<file path="src/rtl/multdiv_if.sv">
// Request/response bundle between the EX stage and the HI/LO multiply/divide scheduler.
// A request transfers when req_valid && req_ready && !flush; resp_valid is a one-cycle write strobe for HI/LO with no back-pressure.
interface multdiv_if;
    logic        req_valid;
    logic [1:0]  req_op;
    logic [31:0] req_a;
    logic [31:0] req_b;
    logic        flush;
    logic        req_ready;
    logic        busy;
    logic        resp_valid;
    logic [31:0] resp_hi;
    logic [31:0] resp_lo;

    modport master (
        output req_valid, req_op, req_a, req_b, flush,
        input  req_ready, busy, resp_valid, resp_hi, resp_lo
    );

    modport slave (
        input  req_valid, req_op, req_a, req_b, flush,
        output req_ready, busy, resp_valid, resp_hi, resp_lo
    );
endinterface

</file>
<file path="src/rtl/multdiv_scheduler.sv">
// MULT/MULTU/DIV/DIVU scheduler: fixed-latency multiply, 32-cycle restoring divide, HI/LO result strobe.
// Define MULTDIV_DIVZERO_FAST_EN to finish divide-by-zero in one cycle instead of 33.
module multdiv_scheduler #(
    parameter int MUL_LATENCY = 3
) (
    input  logic       clk,
    input  logic       reset,
    multdiv_if.slave   bus,
    output logic [1:0] dbg_state
);
    typedef enum logic [1:0] {IDLE = 2'd0, MUL = 2'd1, DIV = 2'd2, DONE = 2'd3} state_t;

    state_t      state, state_d;
    logic [5:0]  cnt, cnt_d;
    logic [1:0]  op_q;
    logic [31:0] a_q, b_q, quot_q, rem_q;
    logic [31:0] resp_hi_q, resp_lo_q, resp_hi_d, resp_lo_d;
    logic        load_resp;
    logic        accept;

    function automatic logic [63:0] mul64(input logic is_unsigned, input logic [31:0] a,
                                          input logic [31:0] b);
        logic [63:0] xa, xb;
        xa = is_unsigned ? {32'd0, a} : {{32{a[31]}}, a};
        xb = is_unsigned ? {32'd0, b} : {{32{b[31]}}, b};
        return xa * xb;
    endfunction

    assign accept = bus.req_valid & (state == IDLE) & ~bus.flush;

    // Divider works on magnitudes; signs are reapplied after the final iteration.
    logic        a_neg, b_neg;
    logic [31:0] divisor, a_mag_in;
    logic [32:0] shifted, diff;
    logic        fits;
    logic [31:0] rem_step, quot_step, rem_fix, quot_fix;
    logic [63:0] prod_q, prod_in;

    assign a_neg     = ~op_q[0] & a_q[31];
    assign b_neg     = ~op_q[0] & b_q[31];
    assign divisor   = b_neg ? -b_q : b_q;
    assign a_mag_in  = (~bus.req_op[0] & bus.req_a[31]) ? -bus.req_a : bus.req_a;
    assign shifted   = {rem_q, quot_q[31]};
    assign diff      = shifted - {1'b0, divisor};
    assign fits      = shifted >= {1'b0, divisor};
    assign rem_step  = fits ? diff[31:0] : shifted[31:0];
    assign quot_step = {quot_q[30:0], fits};
    assign quot_fix  = (a_neg ^ b_neg) ? -quot_step : quot_step;
    assign rem_fix   = a_neg ? -rem_step : rem_step;
    assign prod_q    = mul64(op_q[0], a_q, b_q);
    assign prod_in   = mul64(bus.req_op[0], bus.req_a, bus.req_b);

    always_comb begin
        state_d   = state;
        cnt_d     = cnt;
        load_resp = 1'b0;
        resp_hi_d = resp_hi_q;
        resp_lo_d = resp_lo_q;
        case (state)
            IDLE: begin
                if (accept) begin
                    if (!bus.req_op[1]) begin
                        cnt_d = 6'(MUL_LATENCY - 1);
                        if (MUL_LATENCY == 1) begin
                            state_d   = DONE;
                            load_resp = 1'b1;
                            resp_hi_d = prod_in[63:32];
                            resp_lo_d = prod_in[31:0];
                        end else begin
                            state_d = MUL;
                        end
                    end else begin
                        cnt_d   = 6'd0;
`ifdef MULTDIV_DIVZERO_FAST_EN
                        if (bus.req_b == 32'd0) begin
                            state_d   = DONE;
                            load_resp = 1'b1;
                            resp_hi_d = bus.req_a;
                            resp_lo_d = 32'hFFFF_FFFF;
                        end else begin
                            state_d = DIV;
                        end
`else
                        state_d = DIV;
`endif
                    end
                end
            end
            MUL: begin
                if (bus.flush) begin
                    state_d = IDLE;
                    cnt_d   = 6'd0;
                end else if (cnt <= 6'd1) begin
                    state_d   = DONE;
                    cnt_d     = 6'd0;
                    load_resp = 1'b1;
                    resp_hi_d = prod_q[63:32];
                    resp_lo_d = prod_q[31:0];
                end else begin
                    cnt_d = cnt - 6'd1;
                end
            end
            DIV: begin
                if (bus.flush) begin
                    state_d = IDLE;
                    cnt_d   = 6'd0;
                end else if (cnt == 6'd31) begin
                    state_d   = DONE;
                    cnt_d     = 6'd0;
                    load_resp = 1'b1;
                    // Divide-by-zero returns the raw dividend, bypassing sign fixup.
                    resp_hi_d = (b_q == 32'd0) ? a_q : rem_fix;
                    resp_lo_d = (b_q == 32'd0) ? 32'hFFFF_FFFF : quot_fix;
                end else begin
                    cnt_d = cnt + 6'd1;
                end
            end
            DONE: begin
                state_d = IDLE;
            end
            default: state_d = IDLE;
        endcase
    end

    always_ff @(posedge clk) begin
        if (reset) begin
            state     <= IDLE;
            cnt       <= 6'd0;
            op_q      <= 2'd0;
            a_q       <= 32'd0;
            b_q       <= 32'd0;
            quot_q    <= 32'd0;
            rem_q     <= 32'd0;
            resp_hi_q <= 32'd0;
            resp_lo_q <= 32'd0;
        end else begin
            state <= state_d;
            cnt   <= cnt_d;
            if (load_resp) begin
                resp_hi_q <= resp_hi_d;
                resp_lo_q <= resp_lo_d;
            end
            if (accept) begin
                op_q   <= bus.req_op;
                a_q    <= bus.req_a;
                b_q    <= bus.req_b;
                quot_q <= a_mag_in;
                rem_q  <= 32'd0;
            end else if (state == DIV) begin
                quot_q <= quot_step;
                rem_q  <= rem_step;
            end
        end
    end

    assign bus.req_ready  = (state == IDLE);
    assign bus.busy       = (state == MUL) || (state == DIV);
    assign bus.resp_valid = (state == DONE);
    assign bus.resp_hi    = resp_hi_q;
    assign bus.resp_lo    = resp_lo_q;
    assign dbg_state      = state;
endmodule

</file>
<file path="src/flat_wrapper.sv">
// flat-port wrapper written by rule: the top's interface ports become plain ports
module multdiv_scheduler_flat 
#(
    parameter int MUL_LATENCY = 3
)
  (clk, reset, dbg_state, bus_req_valid, bus_req_op, bus_req_a, bus_req_b, bus_flush, bus_req_ready, bus_busy, bus_resp_valid, bus_resp_hi, bus_resp_lo);
  multdiv_if bus_i ();
  input  logic clk;
  input  logic reset;
  output logic [1:0] dbg_state;
  input wire logic [$bits(bus_i.req_valid)-1:0] bus_req_valid;
  input wire logic [$bits(bus_i.req_op)-1:0] bus_req_op;
  input wire logic [$bits(bus_i.req_a)-1:0] bus_req_a;
  input wire logic [$bits(bus_i.req_b)-1:0] bus_req_b;
  input wire logic [$bits(bus_i.flush)-1:0] bus_flush;
  output wire logic [$bits(bus_i.req_ready)-1:0] bus_req_ready;
  output wire logic [$bits(bus_i.busy)-1:0] bus_busy;
  output wire logic [$bits(bus_i.resp_valid)-1:0] bus_resp_valid;
  output wire logic [$bits(bus_i.resp_hi)-1:0] bus_resp_hi;
  output wire logic [$bits(bus_i.resp_lo)-1:0] bus_resp_lo;
  assign bus_i.req_valid = bus_req_valid;
  assign bus_i.req_op = bus_req_op;
  assign bus_i.req_a = bus_req_a;
  assign bus_i.req_b = bus_req_b;
  assign bus_i.flush = bus_flush;
  assign bus_req_ready = bus_i.req_ready;
  assign bus_busy = bus_i.busy;
  assign bus_resp_valid = bus_i.resp_valid;
  assign bus_resp_hi = bus_i.resp_hi;
  assign bus_resp_lo = bus_i.resp_lo;
  multdiv_scheduler #(.MUL_LATENCY(MUL_LATENCY)) u_core (.clk(clk), .reset(reset), .bus(bus_i), .dbg_state(dbg_state));
endmodule
</file>
<file path="config.mk">
export PLATFORM = sky130hd
export DESIGN_NAME = multdiv_scheduler_flat
export DESIGN_NICKNAME = d
export VERILOG_FILES = /design/src/rtl/multdiv_if.sv /design/src/rtl/multdiv_scheduler.sv /design/src/flat_wrapper.sv
export SDC_FILE = /design/constraint.sdc
export NUM_CORES = 2
export LEC_CHECK = 0
export ABC_AREA = 1
export CAP_MARGIN = 25
export CORE_UTILIZATION = 55
export CTS_CLUSTER_DIAMETER = 200
export DETAILED_ROUTE_END_ITERATION = 10
export PLACE_DENSITY_LB_ADDON = 0.08
export RECOVER_POWER = 50
export SYNTH_ARGS = -nofsm -noshare
export SYNTH_HDL_FRONTEND = slang
export SYNTH_SLANG_ARGS = --single-unit
export TNS_END_PERCENT = 50
</file>
<file path="constraint.sdc">
create_clock -name clk -period 20.5 [get_ports clk]
set_clock_uncertainty 0.15 [all_clocks]
set_input_delay 4.1 -clock clk [delete_from_list [all_inputs] [get_ports clk]]
set_output_delay 4.1 -clock clk [all_outputs]
set_load 0.03 [all_outputs]
</file>
==> reports/qor.yml <==
placement:
  place_ws_ns: 10.03
  hpwl_um: 191000
  place_congestion: 1.05
  portBuffers: 138
  dp.cells: 9890
power_and_ir_drop:
  powerDensity_nw_per_um2: 107
  seqPwrFrac_pct: 8.3
  peakVddDrop_v: 0.000116
  power_switching_mw: 4.63
  p_leak_nw: 39.7
  p_int_mw: 2.65
  switching_share_pct: 63.6
  p_clk_share_pct: 7.0
  pwr-share-comb_pct: 84.7
  power_mw: 7.29
synthesis:
  netlist_area_um2: 64500
  synth_area_leader_cell: "fa_1"
  synthTopCellsByCount: "inv_1, nand2_1, fa_1"
  ys_types: 65
  yosys_warnings: 0
  yosysMostFrequentCell: "inv_1"
  synth-edff-count: 0
  syn_area_per_cell_um2: 7.59
  synthCells: 8495
  synthArstFlopShare_pct: 0
  synth_top_area_share_pct: 44.1
  seq_area_frac_synth_pct: 6.24
  syn_nets: 10300
  synth_ff_type: "dfxtp_1"
  ys_top_cells_by_area: "fa_1, inv_1, nand2_1"
  synth_seq_cells: 201
setup_path:
  r2r_start: "u_core.op_q[0]$_SDFFE_PP0P_"
  crit_path_start_kind: "input pin"
  critPathRequiredTime_ns: 20.72
  path_max_fanout: 89
  critPathLaunch: "reset"
  critPathArrivalTime_ns: 12.22
  path_class: "in -> reg"
  endpoint_kind: "flop"
routing:
  antenna_left: 0
  drcViolationCount: 0
  via_count: 54600
  viasPerCell: 5.49
  wirelength_um: 233000
  drtIter0Drc: 5126
  wl_per_cell_um: 23.4
  dr.pass1.iters: 6
timing:
  worst_slew_pin_slew_ns: 5.91
  hold_viol_final: 0
  setup_viol_count_final: 0
  min_period_ns: 11.99
  fmax_ghz: 0.0834
  fin_setup_tns_ns: 0
  drv_slew: 474
  slew_headroom_pct: -294
  setup_ws_ns: 8.51
  rsz0062_at_grt: "false"
  min_period_over_period_pct: 58.5
finish:
  syn_to_final_growth_pct: 5.58
  stdcell_count: 9945
  final_layout_size_suffix_gt1_share_pct: 3.67
  num-nets-final: 10200
global_routing:
  grt_overflow_total: 0
  grt_util_all_layers_pct: 40.2
  grt_pass1_wl_um: 349000
  grt_max_degree: 119
  grt_pass1_vias: 55600
  antenna_found_initial: 10
clock_network:
  cts_hold_buf: 0
  cts_tree: "built"
  clk-insertion-delay-late_ns: 0.63
  cts_num_sinks: 201
  cts-root-buf: "clkbuf_16"
  cts_buffers: 29
  cts_resized: 0
  clk_pin_slew_worst_paths_ns: 0.06
  clock_path_buffers: 3
  cts_setup_buffers: 0
  htreeDepth: 1
hold_path:
  hold_class: "reg -> reg"
  min-delay-start: "u_core.bus.resp_lo[1]$_SDFFE_PP0P_"
run:
  maxCapViolations: 7
floorplan:
  core_um2: 116000
  fp-row-count: 125
  start_util_pct: 55.5
  die_y_um: 344
  die_width_um: 344
  die_area_um2: 119000
  io_pins: 139
run_status:
  outcome: "finished with violations"
  violations: "capacitance limit, slew limit"
flip-flops by register name, indices dropped and copies added (netlist names):
name,count
u_core.a_q,32
u_core.b_q,32
u_core.bus.resp_hi,32
u_core.bus.resp_lo,32
u_core.cnt,6
u_core.dbg_state,2
u_core.op_q,1
u_core.quot_q,32
u_core.rem_q,32
stage by stage:
| step | util [%] | instance area, um2 | hold WS, ns |
|---|---|---|---|
| floorplan | - | 64500 | 0.327 |
| global placement | 57.8 | 67200 | 0.306 |
| detailed placement | 57.8 | 67200 | 0.310 |
| CTS | 58.6 | 68100 | 0.319 |
| global route | 58.6 | 68100 | 0.342 |
| finish | 58.6 | 68100 | 0.314 |
routing by layer:
layer	wire length, um	share of wire (%)	track usage [%]
met5	23	0.0099	0
met4	12000	5.1	16.2
met2	101000	44	61.2
met3	25100	11	9.08
met1	94400	41	55.7
logic make-up (layout without fill, tap and decap cells):
| group | Yosys count | after routing | synth area share, % |
|---|---|---|---|
| buffers and inverters | 2988 | 2913 | 17.5 |
| AND/OR/NAND/NOR | 2577 | 2577 | 16.3 |
| adder cells (fa/ha/maj) | 1771 | 1771 | 50.9 |
| AO/OA/AOI/OAI | 827 | 827 | 7.24 |
| flip-flops | 201 | 201 | 6.24 |
| XOR/XNOR | 131 | 131 | 1.78 |
| other | 0 | 1 | 0 |
power groups by stage:
stage / clock, mW / combinational [mW] / sequential, mW
2_1_floorplan: 0 / 4.16 / 0.553
3_3_place_gp: 0 / 6.03 / 0.603
3_5_place_dp: 0 / 6.05 / 0.604
4_1_cts: 0.506 / 6.10 / 0.596
5_1_grt: 0.520 / 6.83 / 0.607
6_report: 0.508 / 6.17 / 0.605
cell type report:
type / instances / area, um2
clock inverter: 14 / 125
multi-input combinational: 5306 / 49200
tap: 1524 / 1910
clock buffer: 37 / 776
inverter: 2613 / 9810
sequential: 201 / 4040
antenna: 1 / 2.50
timing repair buffer: 249 / 2210
fill: 10900 / 48100
path summary, 6_finish.rpt:
check	end	slack, ns	cells past startpoint
hold / removal	u_core.bus.resp_lo[1]$_SDFFE_PP0P_	0.31	2
setup reg to reg	u_core.bus.resp_hi[27]$_SDFFE_PP0P_	9.66	32
hold reg to reg	u_core.bus.resp_lo[1]$_SDFFE_PP0P_	0.31	2
setup / recovery	u_core.a_q[8]$_SDFFE_PP0P_	8.51	6
worst max-delay path, stage by stage:
cell and delay (ns):
buf_2 0.08, clkbuf_1 1.82, clkinvlp_2 3.61, clkbuf_1 1.38
nand2_1 0.72, o21ai_0 0.39
cells in the final DEF, fill, tap and decap left out, drive strengths merged, types with 11 or more instances in the layout:
| master | n |
|---|---|
| inv | 2609 |
| nand2 | 1834 |
| fa | 1420 |
| nor2 | 420 |
| ha | 351 |
| o21ai | 312 |
| a21oi | 310 |
| dfxtp | 201 |
| nand3 | 178 |
| buf | 104 |
| xor2 | 78 |
| dlygate4sd3 | 70 |
| clkdlybuf4s50 | 67 |
| nor3 | 56 |
| xnor2 | 53 |
| a31oi | 51 |
| clkbuf | 45 |
| o211ai | 33 |
| nand4 | 29 |
| o22ai | 26 |
| or2 | 19 |
| nor4 | 17 |
| nand3b | 14 |
| a211oi | 14 |
| o21bai | 14 |
| clkinv | 13 |
| a21o | 11 |
| o221ai | 11 |
(Power assumes the default switching activity.)
